File: config.mk
export PLATFORM = sky130hd
export DESIGN_NAME = core_scheduler_flat
export DESIGN_NICKNAME = d
export VERILOG_FILES = /design/src/rtl/snn_pkg.sv /design/src/rtl/core_scheduler_if.sv /design/src/rtl/lif_update.sv /design/src/rtl/core_scheduler.sv /design/src/flat_wrapper.sv
export SDC_FILE = /design/constraint.sdc
export NUM_CORES = 1
export LEC_CHECK = 0
export CAP_MARGIN = 40
export CORE_MARGIN = 2
export CORE_UTILIZATION = 30
export CTS_CLUSTER_SIZE = 8
export DETAILED_ROUTE_END_ITERATION = 8
export PLACE_DENSITY = 0.52
export SETUP_SLACK_MARGIN = 0.3
export SLEW_MARGIN = 20
export SYNTH_ARGS = -nofsm -noshare
export SYNTH_HDL_FRONTEND = slang
export SYNTH_SLANG_ARGS = --single-unit
File: constraint.sdc
create_clock -name clk -period 22.5 [get_ports clk]
set_input_delay 6.75 -clock clk [delete_from_list [all_inputs] [get_ports clk]]
set_output_delay 6.75 -clock clk [all_outputs]
set_load 0.02 [all_outputs]
File: src/rtl/snn_pkg.sv
// Shared types and default sizes for the neuromorphic core scheduler and its LIF update.
// The state encoding is pinned by localparams so waveforms decode the same everywhere.
package snn_pkg;

  localparam int MAX_NEURONS_DEF = 8;
  localparam int WIDTH_DEF       = 32;
  localparam int STEP_W_DEF      = 16;

  localparam logic [2:0] ST_IDLE = 3'd0;
  localparam logic [2:0] ST_LOAD = 3'd1;
  localparam logic [2:0] ST_RUN  = 3'd2;
  localparam logic [2:0] ST_FIRE = 3'd3;
  localparam logic [2:0] ST_EMIT = 3'd4;
  localparam logic [2:0] ST_DONE = 3'd5;

  typedef enum logic [2:0] {
    IDLE = ST_IDLE,
    LOAD = ST_LOAD,
    RUN  = ST_RUN,
    FIRE = ST_FIRE,
    EMIT = ST_EMIT,
    DONE = ST_DONE
  } sched_state_t;

  typedef logic signed [WIDTH_DEF-1:0] mem_t;

endpackage

File: src/rtl/core_scheduler_if.sv
// Bundle of the host/router handshakes and the core-facing bus of one scheduler.
// The master modport is the scheduler; slave is the host, router and core side.
interface core_scheduler_if
  import snn_pkg::*;
#(
  parameter int MAX_NEURONS = MAX_NEURONS_DEF,
  parameter int WIDTH       = WIDTH_DEF,
  parameter int STEP_W      = STEP_W_DEF
);

  logic                    start;
  logic [STEP_W-1:0]       num_steps;
  logic                    in_valid;
  logic                    in_ready;
  logic [MAX_NEURONS-1:0]  in_spk;
  logic                    core_enable;
  logic [MAX_NEURONS-1:0]  core_spk_in;
  logic signed [WIDTH-1:0] core_mem_in  [MAX_NEURONS];
  logic signed [WIDTH-1:0] core_mem_out [MAX_NEURONS];
  logic                    core_done;
  logic                    out_valid;
  logic                    out_ready;
  logic [MAX_NEURONS-1:0]  out_spk;
  logic                    busy;
  logic                    run_done;
  logic                    err_timeout;

  modport master (
    input  start, num_steps, in_valid, in_spk, core_mem_out, core_done, out_ready,
    output in_ready, core_enable, core_spk_in, core_mem_in, out_valid, out_spk,
           busy, run_done, err_timeout
  );

  modport slave (
    output start, num_steps, in_valid, in_spk, core_mem_out, core_done, out_ready,
    input  in_ready, core_enable, core_spk_in, core_mem_in, out_valid, out_spk,
           busy, run_done, err_timeout
  );

endinterface

File: src/rtl/lif_update.sv
// Combinational leaky integrate-and-fire step for a single neuron.
// Fires and resets at or above threshold, otherwise leaks by an arithmetic shift and clamps at zero.
module lif_update #(
  parameter int WIDTH      = 32,
  parameter int THRESH     = 32,
  parameter int LEAK_SHIFT = 3
) (
  input  logic signed [WIDTH-1:0] mem,
  output logic signed [WIDTH-1:0] next_mem,
  output logic                    spike
);

  localparam logic signed [WIDTH-1:0] ThreshVal = WIDTH'(THRESH);

  logic signed [WIDTH-1:0] leaked;

  always_comb begin
    spike  = (mem >= ThreshVal);
    leaked = mem - (mem >>> LEAK_SHIFT);
    if (spike || leaked[WIDTH-1]) begin
      next_mem = '0;
    end else begin
      next_mem = leaked;
    end
  end

endmodule

File: src/rtl/core_scheduler.sv
// Timestep sequencer for one crossbar core: loads a spike vector, runs the core,
// then applies the LIF threshold/leak and hands the fired vector downstream.
module core_scheduler
  import snn_pkg::*;
#(
  parameter int MAX_NEURONS = MAX_NEURONS_DEF,
  parameter int WIDTH       = WIDTH_DEF,
  parameter int THRESH      = 32,
  parameter int LEAK_SHIFT  = 3,
  parameter int TIMEOUT     = 64,
  parameter int STEP_W      = STEP_W_DEF
) (
  input logic              clk,
  input logic              rst,
  core_scheduler_if.master bus
);

  localparam int CNT_W = (TIMEOUT > 1) ? $clog2(TIMEOUT) : 1;

  sched_state_t            state_q;
  logic [STEP_W-1:0]       step_q;
  logic [STEP_W-1:0]       numSteps_q;
  logic [CNT_W-1:0]        runCnt_q;
  logic signed [WIDTH-1:0] mem_q [MAX_NEURONS];
  logic [MAX_NEURONS-1:0]  coreSpk_q;
  logic [MAX_NEURONS-1:0]  outSpk_q;
  logic                    inReady_q;
  logic                    coreEn_q;
  logic                    outValid_q;
  logic                    busy_q;
  logic                    runDone_q;
  logic                    errTimeout_q;

  logic signed [WIDTH-1:0] memNext_d [MAX_NEURONS];
  logic [MAX_NEURONS-1:0]  spkNext_d;

  for (genvar n = 0; n < MAX_NEURONS; n++) begin : g_lif
    lif_update #(
      .WIDTH      (WIDTH),
      .THRESH     (THRESH),
      .LEAK_SHIFT (LEAK_SHIFT)
    ) u_lif (
      .mem      (mem_q[n]),
      .next_mem (memNext_d[n]),
      .spike    (spkNext_d[n])
    );
  end

  // The first RUN cycle ignores core_done since the core may still show the previous step's flag.
  always_ff @(posedge clk or posedge rst) begin
    if (rst) begin
      state_q      <= IDLE;
      step_q       <= '0;
      numSteps_q   <= '0;
      runCnt_q     <= '0;
      mem_q        <= '{default: '0};
      coreSpk_q    <= '0;
      outSpk_q     <= '0;
      inReady_q    <= 1'b0;
      coreEn_q     <= 1'b0;
      outValid_q   <= 1'b0;
      busy_q       <= 1'b0;
      runDone_q    <= 1'b0;
      errTimeout_q <= 1'b0;
    end else begin
      runDone_q <= 1'b0;
      unique case (state_q)
        IDLE: begin
          if (bus.start) begin
            errTimeout_q <= 1'b0;
            step_q       <= '0;
            if (bus.num_steps == '0) begin
              runDone_q <= 1'b1;
              state_q   <= DONE;
            end else begin
              numSteps_q <= bus.num_steps;
              mem_q      <= '{default: '0};
              busy_q     <= 1'b1;
              inReady_q  <= 1'b1;
              state_q    <= LOAD;
            end
          end
        end
        LOAD: begin
          if (bus.in_valid) begin
            coreSpk_q <= bus.in_spk;
            inReady_q <= 1'b0;
            coreEn_q  <= 1'b1;
            runCnt_q  <= '0;
            state_q   <= RUN;
          end
        end
        RUN: begin
          if ((runCnt_q != '0) && bus.core_done) begin
            mem_q    <= bus.core_mem_out;
            coreEn_q <= 1'b0;
            state_q  <= FIRE;
          end else if (runCnt_q == CNT_W'(TIMEOUT - 1)) begin
            errTimeout_q <= 1'b1;
            coreEn_q     <= 1'b0;
            runDone_q    <= 1'b1;
            busy_q       <= 1'b0;
            step_q       <= '0;
            state_q      <= IDLE;
          end else begin
            runCnt_q <= runCnt_q + 1'b1;
          end
        end
        FIRE: begin
          mem_q      <= memNext_d;
          outSpk_q   <= spkNext_d;
          outValid_q <= 1'b1;
          state_q    <= EMIT;
        end
        EMIT: begin
          if (bus.out_ready) begin
            outValid_q <= 1'b0;
            if (step_q == numSteps_q - 1'b1) begin
              busy_q    <= 1'b0;
              runDone_q <= 1'b1;
              step_q    <= '0;
              state_q   <= DONE;
            end else begin
              step_q    <= step_q + 1'b1;
              inReady_q <= 1'b1;
              state_q   <= LOAD;
            end
          end
        end
        DONE: begin
          state_q <= IDLE;
        end
        default: begin
          state_q <= IDLE;
        end
      endcase
    end
  end

  assign bus.in_ready    = inReady_q;
  assign bus.core_enable = coreEn_q;
  assign bus.core_spk_in = coreSpk_q;
  assign bus.core_mem_in = mem_q;
  assign bus.out_valid   = outValid_q;
  assign bus.out_spk     = outSpk_q;
  assign bus.busy        = busy_q;
  assign bus.run_done    = runDone_q;
  assign bus.err_timeout = errTimeout_q;

endmodule
File: src/flat_wrapper.sv
// flat-port wrapper written by rule: the top's interface ports become plain ports
module core_scheduler_flat import snn_pkg::*;
#(
  parameter int MAX_NEURONS = MAX_NEURONS_DEF,
  parameter int WIDTH       = WIDTH_DEF,
  parameter int THRESH      = 32,
  parameter int LEAK_SHIFT  = 3,
  parameter int TIMEOUT     = 64,
  parameter int STEP_W      = STEP_W_DEF
)
  (clk, rst, bus_start, bus_num_steps, bus_in_valid, bus_in_spk, bus_core_mem_out, bus_core_done, bus_out_ready, bus_in_ready, bus_core_enable, bus_core_spk_in, bus_core_mem_in, bus_out_valid, bus_out_spk, bus_busy, bus_run_done, bus_err_timeout);
  core_scheduler_if #(.MAX_NEURONS(MAX_NEURONS), .WIDTH(WIDTH), .STEP_W(STEP_W)) bus_i ();
  input logic clk;
  input logic rst;
  input wire logic [$bits(bus_i.start)-1:0] bus_start;
  input wire logic [$bits(bus_i.num_steps)-1:0] bus_num_steps;
  input wire logic [$bits(bus_i.in_valid)-1:0] bus_in_valid;
  input wire logic [$bits(bus_i.in_spk)-1:0] bus_in_spk;
  input wire logic [$bits(bus_i.core_mem_out)-1:0] bus_core_mem_out;
  input wire logic [$bits(bus_i.core_done)-1:0] bus_core_done;
  input wire logic [$bits(bus_i.out_ready)-1:0] bus_out_ready;
  output wire logic [$bits(bus_i.in_ready)-1:0] bus_in_ready;
  output wire logic [$bits(bus_i.core_enable)-1:0] bus_core_enable;
  output wire logic [$bits(bus_i.core_spk_in)-1:0] bus_core_spk_in;
  output wire logic [$bits(bus_i.core_mem_in)-1:0] bus_core_mem_in;
  output wire logic [$bits(bus_i.out_valid)-1:0] bus_out_valid;
  output wire logic [$bits(bus_i.out_spk)-1:0] bus_out_spk;
  output wire logic [$bits(bus_i.busy)-1:0] bus_busy;
  output wire logic [$bits(bus_i.run_done)-1:0] bus_run_done;
  output wire logic [$bits(bus_i.err_timeout)-1:0] bus_err_timeout;
  assign bus_i.start = bus_start;
  assign bus_i.num_steps = bus_num_steps;
  assign bus_i.in_valid = bus_in_valid;
  assign bus_i.in_spk = bus_in_spk;
  assign bus_i.core_mem_out = {>>{bus_core_mem_out}};
  assign bus_i.core_done = bus_core_done;
  assign bus_i.out_ready = bus_out_ready;
  assign bus_in_ready = bus_i.in_ready;
  assign bus_core_enable = bus_i.core_enable;
  assign bus_core_spk_in = bus_i.core_spk_in;
  assign bus_core_mem_in = {>>{bus_i.core_mem_in}};
  assign bus_out_valid = bus_i.out_valid;
  assign bus_out_spk = bus_i.out_spk;
  assign bus_busy = bus_i.busy;
  assign bus_run_done = bus_i.run_done;
  assign bus_err_timeout = bus_i.err_timeout;
  core_scheduler #(.MAX_NEURONS(MAX_NEURONS), .WIDTH(WIDTH), .THRESH(THRESH), .LEAK_SHIFT(LEAK_SHIFT), .TIMEOUT(TIMEOUT), .STEP_W(STEP_W)) u_core (.clk(clk), .rst(rst), .bus(bus_i));
endmodule
==> Flow_metrics.wiki, run 1 <==
{| class="wikitable"
! Metric !! Value
|-
| Crit start category || input port
|-
| Vias in the first global route || 27070
|-
| Area overhead of the layout relative to synthesis || 30.39%
|-
| Net count, final || 4403
|-
| Area of the core || 91940 µm²
|-
| Share of the clock period used by the worst path || 41.92%
|-
| Vias || 27570
|-
| 1st-pass router iterations || 5
|-
| CTS H-tree depth || 2
|-
| Cell count after synthesis || 3363
|-
| Worst clock skew on the final layout || 23.95 ps
|-
| Synth Register Bits || 319
|-
| Avg Cell Area, Syn || 8.310 µm²
|-
| Wire length of the first global-routing pass || 164.9 mm
|-
| Top-level port count || 564
|-
| Clock slew at reported path FFs || 50 ps
|-
| Final estimated routing congestion in global placement || 0.8951
|-
| Clock tree root buffer cell || clkbuf_16
|-
| Critical Path Sink Type || flop
|-
| Fraction of final layout cells with drive strength greater than 1 || 4.417%
|-
| Hold Fails Final Rpt || 0
|-
| Ys flop type || dfrtp_1
|-
| Longest Clk Path Bufs || 3
|-
| Peak fanout along the critical path || 210
|-
| Type of the setup path with the least slack || input port to flop
|-
| Number of flops mapped to enable cells by yosys || 0
|-
| Unique cell type count in the Yosys netlist || 92
|-
| Number of DRC markers in iteration 0 || 1884
|-
| Buffers on Ports || 563
|-
| Fraction of synthesis flops using an asynchronous set or reset pin || 100.0%
|-
| Maximum number of pins on one net before global-route repair || 215
|-
| Detailed Place HPWL || 83.87 mm
|-
| Fin Setup TNS || 0 ps
|-
| Most common library cell in the layout ignoring fill and taps || clkdlybuf4s50_1
|-
| Total of hold buffers inserted after clock tree synthesis || 0
|-
| Post-CTS sizing || 0
|-
| Ys Warns || 0
|-
| Wirelength, routed || 109.2 mm
|-
| Required time at the worst-slack endpoint || 23040 ps
|-
| Seq/Total Area, Yosys || 28.56%
|-
| Clock tree from TritonCTS || yes
|-
| Final worst path period need || 9431 ps
|-
| Commonest cells after routing, fill and taps aside || clkdlybuf4s50_1 (563), a21oi_1 (413), dfrtp_1 (319)
|-
| Combined area of all synthesized cells || 27950 µm²
|-
| Remaining number of nets flagged by the antenna check after routing || 0
|-
| Vertical extent of the die || 309.2 µm
|-
| Crit path arrival time || 9970 ps
|-
| Slew HR || 22.33%
|-
| Die Span X || 309.2 µm
|-
| Clock network latency to the later pin of the worst-skew pair || 640 ps
|-
| Slew Viols, Final || 0
|-
| Drt via density || 5.373
|-
| Max cap viols || 0
|-
| Starting utilization of the core area || 30.40%
|-
| Die footprint || 95610 µm²
|-
| Setup repair after global routing missed its margin || no
|-
| Setup Buffers After CTS || 0
|-
| Antenna violations before repair || 28
|-
| Num CTS Buffers || 49
|-
| Path type of the worst min-delay path || flop to flop
|-
| Setup violators final || 0
|-
| Total track usage || 22.10%
|-
| Grt total ovfl || 0
|-
| Maximum frequency from static timing analysis || 106.0 MHz
|-
| Worst hold slack || 475.7 ps
|-
| Slew at the pin with the worst max-slew slack || 1165 ps
|-
| Post-Syn Nets || 3917
|-
| DRC Markers || 0
|-
| Average detailed-routed wire length per instance || 21.29 µm
|-
| # rows || 111
|-
| TritonCTS Sinks || 319
|-
| Outcome || complete, no violations
|}
[kinds of logic after synthesis]
group	after synthesis	share of synthesized area, %
AOI/OAI and AO/OA	1216	29.27
xor gates and xnor gates	247	7.741
adders and majority gates	268	12.21
buffers and inverters	465	6.416
DFF	319	28.56
muxes	28	1.115
and+or+nand+nor	820	14.68
[synthesized netlist by cell type, drive strengths merged, types with 20 or more instances]
library cell | instances | area share (%)
inv | 309 | 4.2
and3 | 47 | 1.1
xor2 | 88 | 2.8
nor2b | 35 | 0.78
nor2 | 218 | 2.9
xnor2 | 159 | 5.0
a31oi | 33 | 0.86
o31ai | 23 | 0.67
a21oi | 417 | 7.5
clkbuf | 126 | 1.7
nor3 | 49 | 0.90
a221oi | 177 | 5.6
o21ai | 175 | 3.2
nor4 | 54 | 1.3
a211oi | 53 | 1.5
nand2b | 42 | 0.94
a21o | 118 | 3.2
a221o | 20 | 0.72
dfrtp | 319 | 29
buf | 30 | 0.57
o211ai | 23 | 0.62
o21bai | 31 | 0.83
ha | 260 | 12
o21a | 34 | 0.91
nand2 | 171 | 2.3
mux2 | 25 | 1.0
nand4 | 54 | 1.2
nand3 | 80 | 1.5
[flip-flops by register name (all words and copies together) (netlist names)]
register,cells
u_core.bus.core_enable,1
u_core.bus.in_ready,1
u_core.bus.out_valid,1
u_core.state_q,3
u_core.bus.err_timeout,1
u_core.bus.run_done,1
u_core.bus.core_spk_in,8
u_core.bus.out_spk,8
u_core.bus.busy,1
u_core.numSteps_q,16
u_core.step_q,16
u_core.bus.core_mem_in,256
u_core.runCnt_q,6
[metal layers]
| layer | part of all wire [%] | GRT usage [%] | vias to the layer above | routed length [µm] |
|---|---|---|---|---|
| li1 | - | - | 13480 | - |
| met1 | 45 | 29.72 | 13120 | 49050 |
| met2 | 45 | 34.46 | 770 | 49020 |
| met3 | 7.0 | 5.219 | 168 | 7592 |
| met4 | 3.1 | 7.970 | 30 | 3384 |
| met5 | 0.17 | 0 | - | 185 |
[worst paths after layout]
kind | cells past startpoint | from | end | slack (ps)
max | 9 | bus_num_steps[0] | u_core.bus.core_mem_in[203] | 13070
min in group asynchronous | 2 | rst | u_core.bus.core_mem_in[204] | 6420
max reg2reg | 13 | u_core.bus.core_mem_in[231] | u_core.bus.core_mem_in[232] | 18110
max in group asynchronous | 7 | rst | u_core.bus.core_mem_in[135] | 13800
min | 2 | u_core.bus.core_spk_in[0] | u_core.bus.core_spk_in[0] | 480
min reg2reg | 2 | u_core.bus.core_spk_in[0] | u_core.bus.core_spk_in[0] | 480
[per-stage QoR]
| stage | utilization [%] | worst slack (ps) | cell area, µm² | instances |
|---|---|---|---|---|
| 2_1_floorplan | - | 6922 | 27950 | 3363 |
| 3_3_place_gp | 37.78 | 12120 | 34730 | 5030 |
| 3_5_place_dp | 37.92 | 12350 | 34870 | 5037 |
| 4_1_cts | 39.48 | 13040 | 36300 | 5110 |
| 5_1_grt | 39.62 | 12910 | 36420 | 5124 |
| 6_report | 39.63 | 13070 | 36440 | 5130 |
[worst max-delay path: stages]
cell	delay, ps
clkdlybuf4s50_1	440
nor4_1	490
nand4_1	320
nand2_1	210
nor2_1	100
o21ai_4	360
buf_12	540
a221oi_1	150
a21oi_1	190
[layout make-up]
cell class | count | area (µm²)
fillers | 9495 | 55500
multi-input cells | 2579 | 18250
flip-flops and latches | 319 | 7983
repair buffers | 591 | 6016
well taps | 1243 | 1555
clock buffers | 68 | 1358
inverters | 309 | 1167
clock inverters | 5 | 72.57
diodes | 16 | 40.04
Power of run 1 is left out: the tool's default activity adds up to more than one toggle a clock period on the data nets, which glitch-free logic cannot reach.
==> run 2, diff against run 1 <==
PLACE_DENSITY = 0.54   (was 0.52)
clock period = 7.85 ns   (was 22.5 ns; I/O delays follow)
==> Flow_metrics.wiki, run 2 (synthesis gave the netlist of run 1 again) <==
{| class="wikitable"
! Metric !! Value
|-
| Top-level port count || 564 (unchanged)
|-
| Required time at the worst-slack endpoint || 8340 ps (was 23040 ps)
|-
| Share of the clock period used by the worst path || 61.93%
|-
| Net count, final || 4401 (was 4403)
|-
| Path type of the worst min-delay path || flop to flop (unchanged)
|-
| Area overhead of the layout relative to synthesis || 29.72% (was 30.39%)
|-
| Max cap viols || 0 (unchanged)
|-
| Setup Buffers After CTS || 0 (unchanged)
|-
| DRC Markers || 0 (unchanged)
|-
| Setup violators final || 0 (unchanged)
|-
| Buffers on Ports || 563 (unchanged)
|-
| TritonCTS Sinks || 319 (unchanged)
|-
| Count of placed standard cells including taps || 5039 (was 5037)
|-
| Die footprint || 95610 µm² (unchanged)
|-
| Outcome || complete, no violations (unchanged)
|-
| Average detailed-routed wire length per instance || 21.34 µm (was 21.29 µm)
|-
| Clock slew at reported path FFs || 50 ps (about the same)
|-
| Final estimated routing congestion in global placement || 0.9129 (was 0.8951)
|-
| Critical Path Sink Type || flop (unchanged)
|-
| Antenna violations before repair || 19 (was 28)
|-
| Slew HR || 32.34% (was 22.33%)
|-
| CTS H-tree depth || 2 (unchanged)
|-
| Area of the core || 91940 µm² (unchanged)
|-
| 1st-pass router iterations || 5 (unchanged)
|-
| Maximum number of pins on one net before global-route repair || 169 (was 215)
|-
| Total track usage || 22.02% (was 22.10%)
|-
| Clock tree root buffer cell || clkbuf_16 (unchanged)
|-
| Peak fanout along the critical path || 168 (was 210)
|-
| Longest Clk Path Bufs || 3 (unchanged)
|-
| Fraction of final layout cells with drive strength greater than 1 || 4.248% (was 4.417%)
|-
| # rows || 111 (unchanged)
|-
| Flip-flop count of the largest register after layout || 256 (unchanged)
|-
| Pre-CTS WS || 2399 ps (was 12350 ps)
|-
| Num CTS Buffers || 47 (was 49)
|-
| Detailed Place HPWL || 83.55 mm (was 83.87 mm)
|-
| Crit start category || input port (unchanged)
|-
| Vias in the first global route || 27020 (was 27070)
|-
| Wire length of the first global-routing pass || 166.2 mm (was 164.9 mm)
|-
| Hold Fails Final Rpt || 0 (unchanged)
|-
| Post-CTS sizing || 0 (unchanged)
|-
| Most common library cell in the layout ignoring fill and taps || clkdlybuf4s50_1 (unchanged)
|-
| Vertical extent of the die || 309.2 µm (unchanged)
|-
| Count of filler cells inserted in the layout || 9470 (was 9495)
|-
| Fin Setup TNS || 0 ps (unchanged)
|-
| Die Span X || 309.2 µm (unchanged)
|-
| Starting utilization of the core area || 30.40% (unchanged)
|-
| Number of DRC markers in iteration 0 || 1799 (was 1884)
|-
| Setup repair after global routing missed its margin || no (unchanged)
|-
| Non-filler instance count after layout || 5112 (was 5130)
|-
| Worst hold slack || 469.2 ps (was 475.7 ps)
|-
| Worst clock skew on the final layout || 32.88 ps (was 23.95 ps)
|-
| Slew at the pin with the worst max-slew slack || 1015 ps (was 1165 ps)
|-
| Commonest cells after routing, fill and taps aside || clkdlybuf4s50_1 (563), a21oi_1 (413), dfrtp_1 (319) (unchanged)
|-
| Wirelength, routed || 109.1 mm (was 109.2 mm)
|-
| Clock network latency to the later pin of the worst-skew pair || 600 ps (was 640 ps)
|-
| Worst path setup slack after routing || 2988 ps (was 13070 ps)
|-
| Crit path arrival time || 5350 ps (was 9970 ps)
|-
| Total of hold buffers inserted after clock tree synthesis || 0 (unchanged)
|-
| Clock tree from TritonCTS || yes (unchanged)
|-
| Drt via density || 5.450 (was 5.373)
|-
| Remaining number of nets flagged by the antenna check after routing || 0 (unchanged)
|-
| Maximum frequency from static timing analysis || 205.7 MHz
|-
| Slew Viols, Final || 0 (unchanged)
|-
| Grt total ovfl || 0 (unchanged)
|-
| Type of the setup path with the least slack || input port to flop (unchanged)
|-
| Vias || 27860 (was 27570)
|-
| Final worst path period need || 4862 ps
|}
==> run 2: routing by layer <==
layer  global-route usage, %  up-vias  wire length [µm]
li1                        -    13440                 -
met1                   30.49    13530             50920
met2                   35.54      754             50200
met3                   4.003      121              6050
met4                   4.933       16              1854
met5                       0        -                98
==> run 2: final timing paths <==
check / slack [ps] / from / to / depth (start not counted)
min reg2reg: 470 / u_core.bus.core_spk_in[6] / u_core.bus.core_spk_in[6] / 2
max in group asynchronous: 4320 / rst / u_core.bus.core_mem_in[73] / 4
min: 470 / u_core.bus.core_spk_in[6] / u_core.bus.core_spk_in[6] / 2
max reg2reg: 3620 / u_core.bus.core_mem_in[231] / u_core.bus.core_mem_in[237] / 13
max: 2990 / bus_num_steps[10] / u_core.bus.core_mem_in[109] / 9
min in group asynchronous: 2110 / rst / u_core.runCnt_q[4] / 2
==> run 2: metrics by stage <==
step                      utilization [%]  instance area, µm²
after floorplan                         -               27950
after global placement              37.84               34790
after detailed placement            37.99               34930
after CTS                           39.40               36220
after global routing                39.43               36250
final                               39.43               36250
==> run 2: layout make-up <==
| cell class | instances | area, µm² | share of cell area (%) |
|---|---|---|---|
| Clock buffer | 60 | 1266 | 3.493 |
| Sequential cell | 319 | 7983 | 22.02 |
| Inverter | 309 | 1164 | 3.210 |
| Timing Repair Buffer | 591 | 5996 | 16.54 |
| Clock inverter | 3 | 30.03 | 0.08283 |
| Antenna cell | 8 | 20.02 | 0.05522 |
| Tap cell | 1243 | 1555 | 4.290 |
| Multi-Input combinational cell | 2579 | 18240 | 50.31 |
==> run 2: worst max-delay path, cell delays in order <==
cell and delay [ps]:
clkdlybuf4s50_1 450, nor4_1 400, nand4_1 300, nand2_1 210, nor2_1 110, o21ai_4 430, buf_12 440, a221oi_1 110
a21oi_1 170
Power of run 2 is left out for the same reason.
